===== config.mk =====
export PLATFORM = sky130hd
export DESIGN_NAME = fir_run_controller
export DESIGN_NICKNAME = d
export VERILOG_FILES = /design/src/rtl/fir_ctrl_pkg.sv /design/src/rtl/button_debouncer.sv /design/src/rtl/fir_run_controller.sv
export SDC_FILE = /design/constraint.sdc
export NUM_CORES = 1
export LEC_CHECK = 0
export ABC_CLOCK_PERIOD_IN_PS = 6310
export CAP_MARGIN = 20
export CORE_MARGIN = 4
export CORE_UTILIZATION = 49
export CTS_CLUSTER_SIZE = 8
export DETAILED_ROUTE_END_ITERATION = 7
export PLACE_DENSITY = 0.7
export SLEW_MARGIN = 25
export SYNTH_ARGS = -nofsm -noshare
export SYNTH_HDL_FRONTEND = slang
export SYNTH_SLANG_ARGS = --single-unit

===== constraint.sdc =====
create_clock -name clk -period 6.31 [get_ports clk]
set_input_delay 0.9465 -clock clk [delete_from_list [all_inputs] [get_ports clk]]
set_output_delay 0.9465 -clock clk [all_outputs]
set_load 0.01 [all_outputs]

===== src/rtl/fir_ctrl_pkg.sv =====
// Shared types and defaults for the FIR run controller.
// Holds the FSM state encoding and debounce counter sizing.
package fir_ctrl_pkg;

   typedef enum logic [2:0] {
      OFF,
      RESET,
      RUN,
      STEP_WAIT,
      STEP,
      HALT
   } ctrl_state_t;

   localparam int DEBOUNCE_CYCLES_DEF = 50000;
   localparam int RST_CYCLES_DEF      = 4;

   function automatic int db_cnt_w(input int cycles);
      return $clog2(cycles + 1);
   endfunction

   localparam int DB_CNT_W_DEF = db_cnt_w(DEBOUNCE_CYCLES_DEF);

endpackage


===== src/rtl/button_debouncer.sv =====
// Push-button conditioner: 2-FF synchroniser, stability counter,
// debounced level and a one-cycle pulse on each accepted press.
module button_debouncer
   import fir_ctrl_pkg::*;
#(
   parameter int CYCLES = DEBOUNCE_CYCLES_DEF
) (
   input  logic clk,
   input  logic rst,
   input  logic raw,
   output logic level,
   output logic press
);

   localparam int              CW  = db_cnt_w(CYCLES);
   localparam logic [CW-1:0]   SAT = CW'(CYCLES);

   logic          s1_q, s2_q, prev_q;
   logic          level_q, level_d;
   logic          press_q, press_d;
   logic [CW-1:0] cnt_q, cnt_d;

   // cnt_d is the run length of the synced level, including this cycle
   always_comb begin
      cnt_d = CW'(1);
      if (s2_q == prev_q) begin
         cnt_d = (cnt_q == SAT) ? SAT : cnt_q + CW'(1);
      end
      level_d = (cnt_d == SAT) ? s2_q : level_q;
      press_d = level_q & ~level_d;
   end

   always_ff @(posedge clk or negedge rst) begin
      if (!rst) begin
         s1_q    <= 1'b1;
         s2_q    <= 1'b1;
         prev_q  <= 1'b1;
         cnt_q   <= '0;
         level_q <= 1'b1;
         press_q <= 1'b0;
      end else begin
         s1_q    <= raw;
         s2_q    <= s1_q;
         prev_q  <= s2_q;
         cnt_q   <= cnt_d;
         level_q <= level_d;
         press_q <= press_d;
      end
   end

   assign level = level_q;
   assign press = press_q;

endmodule


===== src/rtl/fir_run_controller.sv =====
// Run/step/halt control for the FIR processor: debounced buttons,
// core clock-enable and reset generation, program-end freeze.
module fir_run_controller
   import fir_ctrl_pkg::*;
#(
   parameter int             N               = 24,
   parameter int             DEBOUNCE_CYCLES = DEBOUNCE_CYCLES_DEF,
   parameter int             RST_CYCLES      = RST_CYCLES_DEF,
   parameter logic [N-1:0]   HALT_PC         = N'('hFFC),
   parameter int             CNT_W           = 16
) (
   input  logic             clk,
   input  logic             rst,
   input  logic             pwr,
   input  logic             dbg,
   input  logic             stp,
   input  logic [N-1:0]     pc,
   output logic             core_en,
   output logic             core_rst,
   output logic             dbg_mode,
   output logic             halted,
   output logic [CNT_W-1:0] step_count
);

   localparam int            RW       = (RST_CYCLES > 1) ? $clog2(RST_CYCLES) : 1;
   localparam logic [RW-1:0] RST_LAST = RW'(RST_CYCLES - 1);

   logic [2:0] btn_raw, btn_lvl, btn_press;
   logic       pwr_press, dbg_press, stp_press, dbg_level, pc_hit;
   logic       unused_lvl;

   assign btn_raw = {stp, dbg, pwr};

   for (genvar i = 0; i < 3; i++) begin : g_btn
      button_debouncer #(
         .CYCLES (DEBOUNCE_CYCLES)
      ) u_db (
         .clk   (clk),
         .rst   (rst),
         .raw   (btn_raw[i]),
         .level (btn_lvl[i]),
         .press (btn_press[i])
      );
   end

   assign pwr_press  = btn_press[0];
   assign dbg_press  = btn_press[1];
   assign stp_press  = btn_press[2];
   assign dbg_level  = btn_lvl[1];
   assign unused_lvl = btn_lvl[0] ^ btn_lvl[2];
   assign pc_hit     = (pc == HALT_PC);

   ctrl_state_t      state_q, state_d;
   logic [RW-1:0]    rst_cnt_q, rst_cnt_d;
   logic [CNT_W-1:0] step_count_q, step_count_d;
   logic             core_en_q, core_en_d;
   logic             core_rst_q, core_rst_d;
   logic             dbg_mode_q, dbg_mode_d;
   logic             halted_q, halted_d;

   always_comb begin
      state_d      = state_q;
      rst_cnt_d    = rst_cnt_q;
      step_count_d = step_count_q;
      if (pwr_press) begin
         state_d      = RESET;
         rst_cnt_d    = '0;
         step_count_d = '0;
      end else begin
         unique case (state_q)
            RESET: begin
               if (rst_cnt_q == RST_LAST) begin
                  state_d = dbg_level ? RUN : STEP_WAIT;
               end else begin
                  rst_cnt_d = rst_cnt_q + RW'(1);
               end
            end
            RUN: begin
               if (pc_hit)         state_d = HALT;
               else if (dbg_press) state_d = STEP_WAIT;
            end
            // a coincident stp press loses to dbg and is dropped
            STEP_WAIT: begin
               if (dbg_press) begin
                  state_d = RUN;
               end else if (stp_press) begin
                  state_d      = STEP;
                  step_count_d = step_count_q + CNT_W'(1);
               end
            end
            STEP:    state_d = pc_hit ? HALT : STEP_WAIT;
            default: state_d = state_q;
         endcase
      end
      core_en_d  = (state_d == RESET) || (state_d == RUN) ||
                   (state_d == STEP);
      core_rst_d = (state_d == OFF) || (state_d == RESET);
      dbg_mode_d = (state_d == STEP_WAIT) || (state_d == STEP);
      halted_d   = (state_d == HALT);
   end

   always_ff @(posedge clk or negedge rst) begin
      if (!rst) begin
         state_q      <= OFF;
         rst_cnt_q    <= '0;
         step_count_q <= '0;
         core_en_q    <= 1'b0;
         core_rst_q   <= 1'b1;
         dbg_mode_q   <= 1'b0;
         halted_q     <= 1'b0;
      end else begin
         state_q      <= state_d;
         rst_cnt_q    <= rst_cnt_d;
         step_count_q <= step_count_d;
         core_en_q    <= core_en_d;
         core_rst_q   <= core_rst_d;
         dbg_mode_q   <= dbg_mode_d;
         halted_q     <= halted_d;
      end
   end

   assign core_en    = core_en_q;
   assign core_rst   = core_rst_q;
   assign dbg_mode   = dbg_mode_q;
   assign halted     = halted_q;
   assign step_count = step_count_q;

endmodule


# Word level (Yosys, flattened, before mapping)
# Cells that the tools add are included.
[op_classes]
add_sub_neg = 5
eq_ne = 22
muxes = 25
bitwise = 6
n_reduce_logical = 10
[op_table]
columns = ["cell", "n"]
rows = [
  ["$mux W16", 10],
  ["$eq A16 B16 Y1 const B", 6],
  ["$add A16 B1 Y16 const B", 4],
  ["$eq A24 B12 Y1 const B", 1],
  ["$mux W3", 7],
  ["$eq A3 B2 Y1 const B", 4],
  ["$pmux W3 S4", 1],
  ["$eq A3 B3 Y1 const B", 3],
  ["$eq A3 B1 Y1 const B", 2],
  ["$mux W2", 3],
  ["$reduce_bool A2 Y1", 3],
  ["$logic_or A1 B1 Y1", 4],
  ["$mux W1", 4],
  ["$and A1 B1 Y1", 3],
  ["$eq A1 B1 Y1", 3],
  ["$logic_not A3 Y1", 1],
  ["$not A1 Y1", 3],
  ["$reduce_and A3 Y1", 1],
  ["$add A2 B1 Y2 const B", 1],
  ["$eq A2 B2 Y1 const B", 1],
  ["$ne A2 B1 Y1 const B", 1],
  ["$ne A2 B2 Y1 const B", 1],
  ["$reduce_and A2 Y1", 1],
]
[word_totals]
reg_bits = 88
output_inout_bits = 20

# Longest topological paths before layout
# Gate-level depths: netlist (run 1).
[logic_depth]
ltp_word = 7
mapped_depth = 10

# Modules after synthesis
# A second synthesis (run 1) with hierarchy kept.
[hier_totals]
hier_cells = 510
area_unflattened_um2 = 4998.5
[by_module_without_submodules]
columns = ["module", "n_inst", "cells_per_inst", "area_per_inst_um2"]
rows = [
  ["button_debouncer", 3, 125, 1233.7],
  ["fir_run_controller", 1, 135, 1297.5],
]

# Worst setup path after synthesis (run 1)
# OpenSTA, ideal clock, no wires.
[synth_timing]
kind = "input to register"
from = "in pc[19]"
to = "reg core_en_q (netlist: core_en)"
arrival_ps = 2622
required_ps = 6185
path_slack_ps = 3563
cell_stages = 7
path_buffers = 0
path_cell_list = "nor4_1 -> nand4_1 -> nor4_1 -> nor2_1 -> o311ai_1 -> xor2_1 -> mux2_2"
[synth_via]
elab_chain_cells = 7
elab_cells_between_ends = 10
[synth_rtl]
columns = ["item", "line_no", "source"]
rows = [
  ["start: declaration", "fir_run_controller.sv:17", "input logic [N-1:0] pc,"],
  ["$eq A24 B12 Y1 (*)", "fir_run_controller.sv:51", "assign pc_hit = (pc == HALT_PC);"],
  ["$mux W3 (*)", "fir_run_controller.sv:79", "if (pc_hit) state_d = HALT;"],
  ["$pmux W3 S4 (*)", "fir_run_controller.sv:70", "unique case (state_q)"],
  ["$mux W3 (*)", "fir_run_controller.sv:65", "if (pwr_press) begin"],
  ["net state_d[0]", "fir_run_controller.sv:53", "ctrl_state_t state_q, state_d;"],
  ["$eq A3 B1 Y1 or $eq A3 B2 Y1 (tied branches)", "fir_run_controller.sv:95", "core_en_d = (state_d == RESET) || (state_d == RUN) ||"],
  ["$logic_or A1 B1 Y1", "fir_run_controller.sv:95", ""],
  ["$logic_or A1 B1 Y1 (*)", "fir_run_controller.sv:95", ""],
  ["net core_en_d", "fir_run_controller.sv:56", "logic core_en_q, core_en_d;"],
  ["end signal: assignment", "fir_run_controller.sv:115", "core_en_q <= core_en_d;"],
  ["end: declaration", "fir_run_controller.sv:56", ""],
]
# Mark *: on every way through the listed nets, which the timed path passes. The rest lies on a longest branch.
# A chain may end at the register's enable or synchronous reset.

==> results of run 1 <==
==> layer usage <==
layer  part of all wire  global-route usage
met5                  0                   0
met4             0.0074              0.0509
met3              0.046              0.0334
met2               0.46               0.281
met1               0.48               0.235
==> worst paths after layout <==
path,startpoint,end,cells past startpoint,slack (ns)
max in group asynchronous,rst,g_btn[2].u_db.cnt_q[11],2,4.74
hold / removal,g_btn[2].u_db.s1_q,g_btn[2].u_db.s2_q,0,0.36
min in group asynchronous,rst,step_count[10],1,0.45
hold reg to reg,g_btn[2].u_db.s1_q,g_btn[2].u_db.s2_q,0,0.36
setup / recovery,pc[19],step_count[1],8,3.15
setup reg to reg,g_btn[1].u_db.cnt_q[2],g_btn[1].u_db.level,7,3.41
==> synthesized netlist by cell type (7+ instances only) <==
library cell,instances
xnor2_1,26
clkbuf_1,20
inv_1,18
o21ai_0,20
a21oi_1,10
dfrtp_1,75
nand3_1,30
ha_1,8
nor4_1,13
dfstp_2,13
nor2_1,82
nor3_1,17
nand2_1,29
and3_1,7
xor2_1,33
nand4_1,25
==> worst max-delay path, delay by kind of cell <==
| kind | cells | cell delay [ns] |
|---|---|---|
| AND/OR/NAND/NOR | 4 | 1.31 |
| AO/OA/AOI/OAI | 3 | 0.78 |
| buffers and inverters | 1 | 0.40 |
==> flip-flops by register name (all words and copies together), names as in the netlist <==
name,flops
core_en,1
core_rst,1
dbg_mode,1
g_btn.u_db.cnt_q,48
g_btn.u_db.level,3
g_btn.u_db.press,3
g_btn.u_db.prev_q,3
g_btn.u_db.s1_q,3
g_btn.u_db.s2_q,3
halted,1
rst_cnt_q,2
state_q,3
step_count,16
==> per-stage QoR <==
step | worst slack (ns) | total power, W
after floorplan | 3.56 | 0.000699
after global placement | 2.80 | 0.000744
after detailed placement | 2.73 | 0.000746
after CTS | 3.10 | 0.00118
after global routing | 2.79 | 0.00122
final | 3.15 | 0.00116
==> where the power goes <==
group          switching (W)  internal (W)
combinational      0.0000685     0.0000549
clock               0.000202      0.000224
sequential         0.0000295      0.000583
total               0.000300      0.000861
==> layout make-up <==
type                       count  share of cell area
clock inverter                 7              0.0173
tap                          129              0.0294
timing repair buffer          49              0.0883
sequential                    88               0.404
clock buffer                   9              0.0225
inverter                      18              0.0123
multi-input combinational    376               0.427
==> cells by family after synthesis <==
group                      count (synthesis)
and+or+nand+nor                          245
DFF                                       88
xor gates and xnor gates                  59
buffers and inverters                     42
AOI/OAI and AO/OA                         56
muxes                                      7
adders and majority gates                  9
==> flow_metrics.env, run 1 <==
export IMPL_status="finished clean"
export IMPL_start_util=0.508
export IMPL_synth_edf_count=0
export IMPL_clock_path_buffers=2
export IMPL_wl_microns=9480
export IMPL_synth_largest_area_cell="dfrtp_1"
export IMPL_synthDistinctLibCells=56
export IMPL_die_h_microns=106
export IMPL_cts_resized_gates=0
export IMPL_synthArstFlopShare=1.00
export IMPL_path_clk_slew_ns=0.09
export IMPL_yosys_area_share_simple=0.267
export IMPL_crit_slowest_cell="nor4_1"
export IMPL_fin_skew_ns=0.00937
export IMPL_synth_area_leaders="dfrtp_1 40%, dfstp_2 7.2%, nor2_1 6.5%"
export IMPL_die_w_microns=106
export IMPL_yosysTopAreaCellShare=0.396
export IMPL_drc=0
export IMPL_drv_cap=0
export IMPL_hold_buffers=0
export IMPL_drive_above_1_share=0.0804
export IMPL_io_pins=49
export IMPL_core_sq_mm=0.00933
export IMPL_fin_crit_sh=0.500
export IMPL_diodes=0
export IMPL_synth_yosys_seq_area_share=0.469
export IMPL_hold_viol=0
export IMPL_placed_area_sq_mm=0.00528
export IMPL_hold_worst_slack_ns=0.359
export IMPL_ff_latch_area_sq_mm=0.00222
export IMPL_viasPerCell=5.52
export IMPL_cp_max_fo=7
export IMPL_synth_flop_cell="dfrtp_1"
export IMPL_hold_path_class="flop to flop"
export IMPL_wl_per_cell_microns=14.0
export IMPL_num_nets_final=579
export IMPL_antenna_found_initial=0
export IMPL_netlist_area_sq_mm=0.00473
export IMPL_clock_latency_ns=0.34
export IMPL_place_inst=660
export IMPL_synth_xor_area_frac=0.109
export IMPL_grt_total_usage=0.173
export IMPL_drt_iter0_drc=158
export IMPL_muxShareOfSynthArea=0.0172
export IMPL_synth_top_family_by_area="simple AND/OR/NAND/NOR gates"
export IMPL_tns_ns=0
export IMPL_startpoint_type="primary input"
export IMPL_portBuffers=48
export IMPL_rows=35
export IMPL_synth_warnings=0
export IMPL_max_freq_ghz=0.317
export IMPL_synth_fa_ha_area_frac=0.0233
export IMPL_drv_slew=0
export IMPL_dr_total_vias=3730
export IMPL_multi_input_area_sq_mm=0.00235
export IMPL_irDropWorstVdd_mv=0.148
export IMPL_die_area_sq_mm=0.0113
export IMPL_grt_pass1_wl_microns=16300
export IMPL_tightestPinTransition_ns=0.859
export IMPL_worstPathCellList="clkdlybuf4s50_1, nor4_1, nand4_1, nor4_1, o21ai_0, a21oi_1, or3b_1, o21ai_0"
export IMPL_grt_overflow_total=0
export IMPL_grt_pass1_vias=3487
export IMPL_avgSynthCellArea_sq_um=9.36
export IMPL_cts_root_buf="clkbuf_8"
export IMPL_ant_nets=0
export IMPL_area_delta_synth_final_pct=16.1
export IMPL_nFillCells=834
export IMPL_cts_num_sinks=88
export IMPL_maxSlewHeadroom=0.427
export IMPL_critPathMaxStageDelay_ns=0.50
export IMPL_first_pass_iters=4
export IMPL_grt_max_degree=71
export IMPL_p_leak_nw=2.19
export IMPL_fin_util=0.589
export IMPL_setup_viol=0
export IMPL_pwr_density_cell_mw_per_mm2=211
export IMPL_period_needed_ns=3.16
export IMPL_synth_seq_cells=88
export IMPL_final_cell_mix="82 x nor2_1, 75 x dfrtp_1, 47 x clkdlybuf4s50_1"
export IMPL_synth_compound_area_frac=0.0793
export IMPL_layout_commonest_cell="nor2_1"
export IMPL_gp_congestion=0.855
export IMPL_numCtsBuffers=9
export IMPL_grt_setup_unrepaired="false"
export IMPL_worst_setup_path_type="primary input to flop"
export IMPL_worstSetupEndpointType="flop"
export IMPL_cp_required_ns=6.58
export IMPL_crit_arrival_ns=3.42
export IMPL_h_tree_depth=3
export IMPL_dp_hpwl_microns=6820
export IMPL_post_cts_setup_buffers=0
export IMPL_stdcell_count=676
export IMPL_cts_tree="done"
export IMPL_synthCells=506
export IMPL_postLayoutCellArea_sq_mm=0.00550
export IMPL_syn_nets=543
(Power assumes the default switching activity.)
==> run 2, diff against run 1 <==
--- a/config.mk
+++ b/config.mk
@@ -5,7 +5,7 @@
 export SDC_FILE = /design/constraint.sdc
 export NUM_CORES = 1
 export LEC_CHECK = 0
-export ABC_CLOCK_PERIOD_IN_PS = 6310
+export ABC_CLOCK_PERIOD_IN_PS = 3100
 export CAP_MARGIN = 20
 export CORE_MARGIN = 4
 export CORE_UTILIZATION = 49
==> constraint.sdc (replaced) <==
create_clock -name clk -period 3.1 [get_ports clk]
set_input_delay 0.465 -clock clk [delete_from_list [all_inputs] [get_ports clk]]
set_output_delay 0.465 -clock clk [all_outputs]
set_load 0.01 [all_outputs]
==> flow_metrics.env, run 2 (synthesis gave the netlist of run 1 again) <==
export IMPL_path_depth=7
export IMPL_critPathMaxStageDelay_ns=0.53
export IMPL_cp_top_family="simple AND/OR/NAND/NOR gates"
export IMPL_switching_share=0.273
export IMPL_drv_cap=0
export IMPL_start_util=0.508
export IMPL_max_freq_ghz=0.353
export IMPL_clkPwrFrac=0.350
export IMPL_startpoint_type="flop"
export IMPL_drv_slew=0
export IMPL_die_w_microns=106
export IMPL_ff_latch_area_sq_mm=0.00222
export IMPL_postLayoutCellArea_sq_mm=0.00556
export IMPL_cp_required_ns=3.38
export IMPL_diodes=0
export IMPL_worst_setup_path_type="flop to flop"
export IMPL_worstPathCellList="or4_1, or4_4, nor4_4, a21oi_2, a2111oi_4, o2111ai_1, mux2_4"
export IMPL_antenna_found_initial=0
export IMPL_reg2reg_slack_ns=0.26
export IMPL_setup_viol=0
export IMPL_hold_buffers=0
export IMPL_viasPerCell=5.52
export IMPL_grt_pass1_vias=3557
export IMPL_clock_path_buffers=2
export IMPL_fin_skew_ns=0.0148
export IMPL_p_leak_nw=2.24
export IMPL_p_sw_w=0.000635
export IMPL_top_register="g_btn.u_db.cnt_q"
export IMPL_maxSlewHeadroom=0.606
export IMPL_ant_nets=0
export IMPL_drt_iter0_drc=137
export IMPL_wl_microns=9870
export IMPL_worstSetupEndpointType="flop"
export IMPL_r2r_cells=7
export IMPL_dr_total_vias=3793
export IMPL_hold_path_class="primary input to asynchronous set/reset pin"
export IMPL_num_nets_final=590
export IMPL_cts_resized_gates=0
export IMPL_cts_root_buf="clkbuf_8"
export IMPL_irDropWorstVdd_mv=0.200
export IMPL_h_tree_depth=3
export IMPL_wl_per_cell_microns=14.4
export IMPL_io_pins=49
export IMPL_drive_above_1_share=0.0986
export IMPL_period_needed_ns=2.84
export IMPL_pwr_density_cell_mw_per_mm2=418
export IMPL_cp_max_fo=8
export IMPL_largest_register_ffs=48
export IMPL_grt_total_usage=0.182
export IMPL_core_sq_mm=0.00933
export IMPL_fin_crit_sh=0.915
export IMPL_first_pass_iters=5
export IMPL_cts_tree="done"
export IMPL_grt_setup_unrepaired="false"
export IMPL_area_delta_synth_final_pct=17.4
export IMPL_crit_slowest_cell="or4_1"
export IMPL_grt_overflow_total=0
export IMPL_comb_power_share=0.113
export IMPL_clock_latency_ns=0.35
export IMPL_hold_worst_slack_ns=0.0964
export IMPL_die_area_sq_mm=0.0113
export IMPL_hold_viol=0
export IMPL_critPathBufInv=0
export IMPL_rows=35
export IMPL_endpoint="g_btn[1].u_db.level"
export IMPL_multi_input_area_sq_mm=0.00235
export IMPL_grt_max_degree=47
export IMPL_nFillCells=835
export IMPL_p_int_w=0.00169
export IMPL_drc=0
export IMPL_die_h_microns=106
export IMPL_r2r_start="g_btn[1].u_db.cnt_q[2]"
export IMPL_portBuffers=48
export IMPL_tightestPinTransition_ns=0.589
export IMPL_cp_startpoint="g_btn[1].u_db.cnt_q[2]"
export IMPL_path_clk_slew_ns=0.10
export IMPL_placed_area_sq_mm=0.00536
export IMPL_seqPwrFrac=0.537
export IMPL_r2r_end="g_btn[1].u_db.level"
export IMPL_final_cell_mix="82 x nor2_1, 75 x dfrtp_1, 47 x clkdlybuf4s50_1"
export IMPL_post_cts_setup_buffers=0
export IMPL_tns_ns=0
export IMPL_layout_commonest_cell="nor2_1"
export IMPL_dp_hpwl_microns=7120
export IMPL_gp_congestion=0.927
export IMPL_crit_arrival_ns=3.11
export IMPL_grt_pass1_wl_microns=17000
export IMPL_status="finished clean"
export IMPL_cts_num_sinks=88
export IMPL_numCtsBuffers=9
-- run 2: worst min-delay path by stage --
stage	start	end	slack, ns	cells after the start
CTS	rst	step_count[10]	0.11	1
finish	rst	step_count[11]	0.1	1
global placement	g_btn[0].u_db.s1_q	g_btn[0].u_db.s2_q	0.35	0
floorplan	rst	core_en	0.17	0
global route	rst	step_count[11]	0.14	1
detailed placement	g_btn[0].u_db.s1_q	g_btn[0].u_db.s2_q	0.35	0
-- run 2: power by group through the flow --
stage | Combinational (W) | Clock (W) | Sequential [W]
final | 0.000263 | 0.000812 | 0.00125
after detailed placement | 0.000265 | 0 | 0.00127
after global routing | 0.000295 | 0.000885 | 0.00126
after floorplan | 0.000192 | 0 | 0.00123
after CTS | 0.000266 | 0.000841 | 0.00125
after global placement | 0.000259 | 0 | 0.00126
-- run 2: cell type report --
class	count	area share
clock inverters	7	0.0135
inverters	18	0.0122
well taps	129	0.0290
multi-input cells	376	0.422
clock buffers	9	0.0223
repair buffers	60	0.102
flip-flops and latches	88	0.399
-- run 2: per-stage QoR --
stage,total power [W],utilization,instances,worst slack [ns]
4_1_cts,0.00235,0.596,687,0.258
3_5_place_dp,0.00153,0.575,671,0.279
5_1_grt,0.00244,0.596,687,0.162
6_report,0.00232,0.596,687,0.263
2_1_floorplan,0.00142,-,506,0.366
3_3_place_gp,0.00152,0.575,671,0.314
-- run 2: worst register-to-register path: cells and delay by family (launching register included) --
kind | cells | cell delay, ns
muxes | 1 | 0.33
AOI/OAI and AO/OA | 3 | 0.61
and+or+nand+nor | 3 | 1.35
DFF | 1 | 0.48
-- run 2: layer usage --
metal	global-route usage	vias to the layer above	share of wire	routed length [microns]
li1	-	1867	-	-
met1	0.266	1825	0.48	4750
met2	0.284	95	0.46	4520
met3	0.0370	6	0.057	561
met4	0.0315	0	0.0049	48
met5	0	-	0	0
==> RTL change: new RTL, settings of run 2 <==
Add an input register stage for `pwr`, `dbg`, `stp` and `pc`, with the module's reset; this delays them by one clock.
--- a/src/rtl/fir_run_controller.sv
+++ b/src/rtl/fir_run_controller.sv
@@ -25,11 +25,30 @@
    localparam int            RW       = (RST_CYCLES > 1) ? $clog2(RST_CYCLES) : 1;
    localparam logic [RW-1:0] RST_LAST = RW'(RST_CYCLES - 1);
 
+   logic pwr_q;
+   logic dbg_q;
+   logic stp_q;
+   logic [N-1:0] pc_q;
+
+   always_ff @(posedge clk or negedge rst) begin
+      if (!rst) begin
+         pwr_q <= '0;
+         dbg_q <= '0;
+         stp_q <= '0;
+         pc_q  <= '0;
+      end else begin
+         pwr_q <= pwr;
+         dbg_q <= dbg;
+         stp_q <= stp;
+         pc_q  <= pc;
+      end
+   end
+
    logic [2:0] btn_raw, btn_lvl, btn_press;
    logic       pwr_press, dbg_press, stp_press, dbg_level, pc_hit;
    logic       unused_lvl;
 
-   assign btn_raw = {stp, dbg, pwr};
+   assign btn_raw = {stp_q, dbg_q, pwr_q};
 
    for (genvar i = 0; i < 3; i++) begin : g_btn
       button_debouncer #(
@@ -48,7 +67,7 @@
    assign stp_press  = btn_press[2];
    assign dbg_level  = btn_lvl[1];
    assign unused_lvl = btn_lvl[0] ^ btn_lvl[2];
-   assign pc_hit     = (pc == HALT_PC);
+   assign pc_hit     = (pc_q == HALT_PC);
 
    ctrl_state_t      state_q, state_d;
    logic [RW-1:0]    rst_cnt_q, rst_cnt_d;
Behaviour: no difference found for any inputs over 10 cycles, from zero or initial values and one cycle with rst low; that may be too few to reach the edited logic, so the function may still have changed.
==> RTL change against run 2 <==
- design area is 21% higher
- largest cell class is now registers
- worst setup slack worse by 55 ps
- first-iteration DRC count increased by 120%
- power increased by 60%
- core utilization up 1.9 points
- clock skew fell by 7.4 ps
- synthesized area increased by 16%
- highest routed layer unchanged
- sequential cell count up 27
- routed wire length up 15%
- critical path type unchanged
==> RTL change: results (changes against run 2) <==
.. list-table::
   :header-rows: 1

   * - Metric
     - Value
   * - Status
     - finished, final reports clean
   * - Maximum resistive drop on vdd
     - 410 uV (+100%)
   * - Internal portion of total power
     - 0.00280 W (+66%)
   * - Seq/Total Area, Yosys
     - 52.8% (+5.9 points)
   * - Worst slack at placement
     - 276 ps (-3.44 ps)
   * - Leading post-synthesis cells by instance count
     - dfrtp_1 (102), nor2_1 (59), inv_1 (33), xnor2_1 (33), nand3_1 (27)
   * - Largest net degree at the start of global routing
     - 58 (+23%)
   * - Number of standard cells in the final layout excluding fillers
     - 744 (+8.3%)
   * - Number of global-route vias before repair
     - 4,153 (+17%)
   * - Static Leak
     - 2.69 nW (+20%)
   * - Worst skew pair latency
     - 520 ps (+170 ps)
   * - Slowest library cell on the worst path
     - or4b_4
   * - Cells taking the most area after synthesis
     - dfrtp_1 (47%), dfstp_2 (6.2%), xnor2_1 (5.3%)
   * - Final estimated routing congestion in global placement
     - 0.895 (-3.5%)
   * - Mux contribution to synthesized area
     - 1.53% (-0.19 points)
   * - Post-Synth XOR/XNOR Area
     - 7.83% (-3.1 points)
   * - Share of layout cells above drive strength 1
     - 11.8% (+1.9 points)
   * - Routed wire length per instance
     - 15.2 um (+6.0%)
   * - First-pass GRT wire length
     - 19.4 mm (+14%)
   * - GRT met2 Usage
     - 30.5% (+2.2 points)
   * - Post-Syn Nets
     - 572 (+5.3%)
   * - Post-placement cell count
     - 711 (+6.0%)
   * - Clk slew on worst S/H paths
     - 60 ps (-40 ps)
   * - Met2 WL post-DR
     - 5.64 mm (+25%)
   * - Routed metal-1 wirelength
     - 5.02 mm (+5.7%)
   * - Area post-placement
     - 6120 um^2 (+14%)
   * - TritonCTS buffer count
     - 17 (+8)
   * - Class of the tightest hold or removal check
     - reg -> reg
   * - Relative slew margins
     - 53.4% (-7.3 points)
   * - Total number of nets in the final design
     - 628 (+6.4%)
   * - Adder-cell share of the synthesized area
     - 1.83% (-0.50 points)
   * - Cells after synthesis
     - 535 (+5.7%)
   * - Met1 Resource Use GR
     - 23.9% (-2.7 points)
   * - Vias per Instance
     - 5.65 (+2.3%)
-- RTL change: changes by cell type after synthesis, sizes merged, moves of 6 or more --
cell,change
a21oi,+8
a211oi,+6
xor2,-17
or3,+9
nand2,-8
nor2,-23
xnor2,+7
inv,+15
dfrtp,+27
-- RTL change: power groups by stage --
| stage | clock, W | combinational [W] | sequential, W |
|---|---|---|---|
| floorplan | 0 | 0.000180 | 0.00161 |
| global placement | 0 | 0.000253 | 0.00164 |
| detailed placement | 0 | 0.000259 | 0.00165 |
| CTS | 0.00187 | 0.000260 | 0.00162 |
| global route | 0.00195 | 0.000293 | 0.00163 |
| finish | 0.00183 | 0.000260 | 0.00162 |
-- RTL change: final cells by class --
type	count	area [um^2]
clock buffers	19	442
flip-flops and latches	115	2890
clock inverters	13	129
well taps	140	175
fillers	880	4190
inverters	33	124
multi-input cells	368	2390
repair buffers	56	553
-- RTL change: final timing paths --
check | cells after the start | slack, ps | from | end
worst min-delay path | 0 | 350 | g_btn[0].u_db.s1_q$_DFF_PN1_ | g_btn[0].u_db.s2_q$_DFF_PN1_
worst max-delay path | 6 | 210 | g_btn[2].u_db.cnt_q[2]$_DFF_PN0_ | g_btn[2].u_db.level$_DFF_PN1_
max in group asynchronous | 3 | 1770 | rst | g_btn[2].u_db.s2_q$_DFF_PN1_
worst max register to register | 6 | 210 | g_btn[2].u_db.cnt_q[2]$_DFF_PN0_ | g_btn[2].u_db.level$_DFF_PN1_
worst min register to register | 0 | 350 | g_btn[0].u_db.s1_q$_DFF_PN1_ | g_btn[0].u_db.s2_q$_DFF_PN1_
min in group asynchronous | 2 | 530 | rst | g_btn[1].u_db.cnt_q[3]$_DFF_PN0_
-- RTL change: repair_timing --
item	in CTS	in global routing
hold buffers	1	0
endpoints found under the hold margin	1	0
endpoints found under the setup margin	0	0
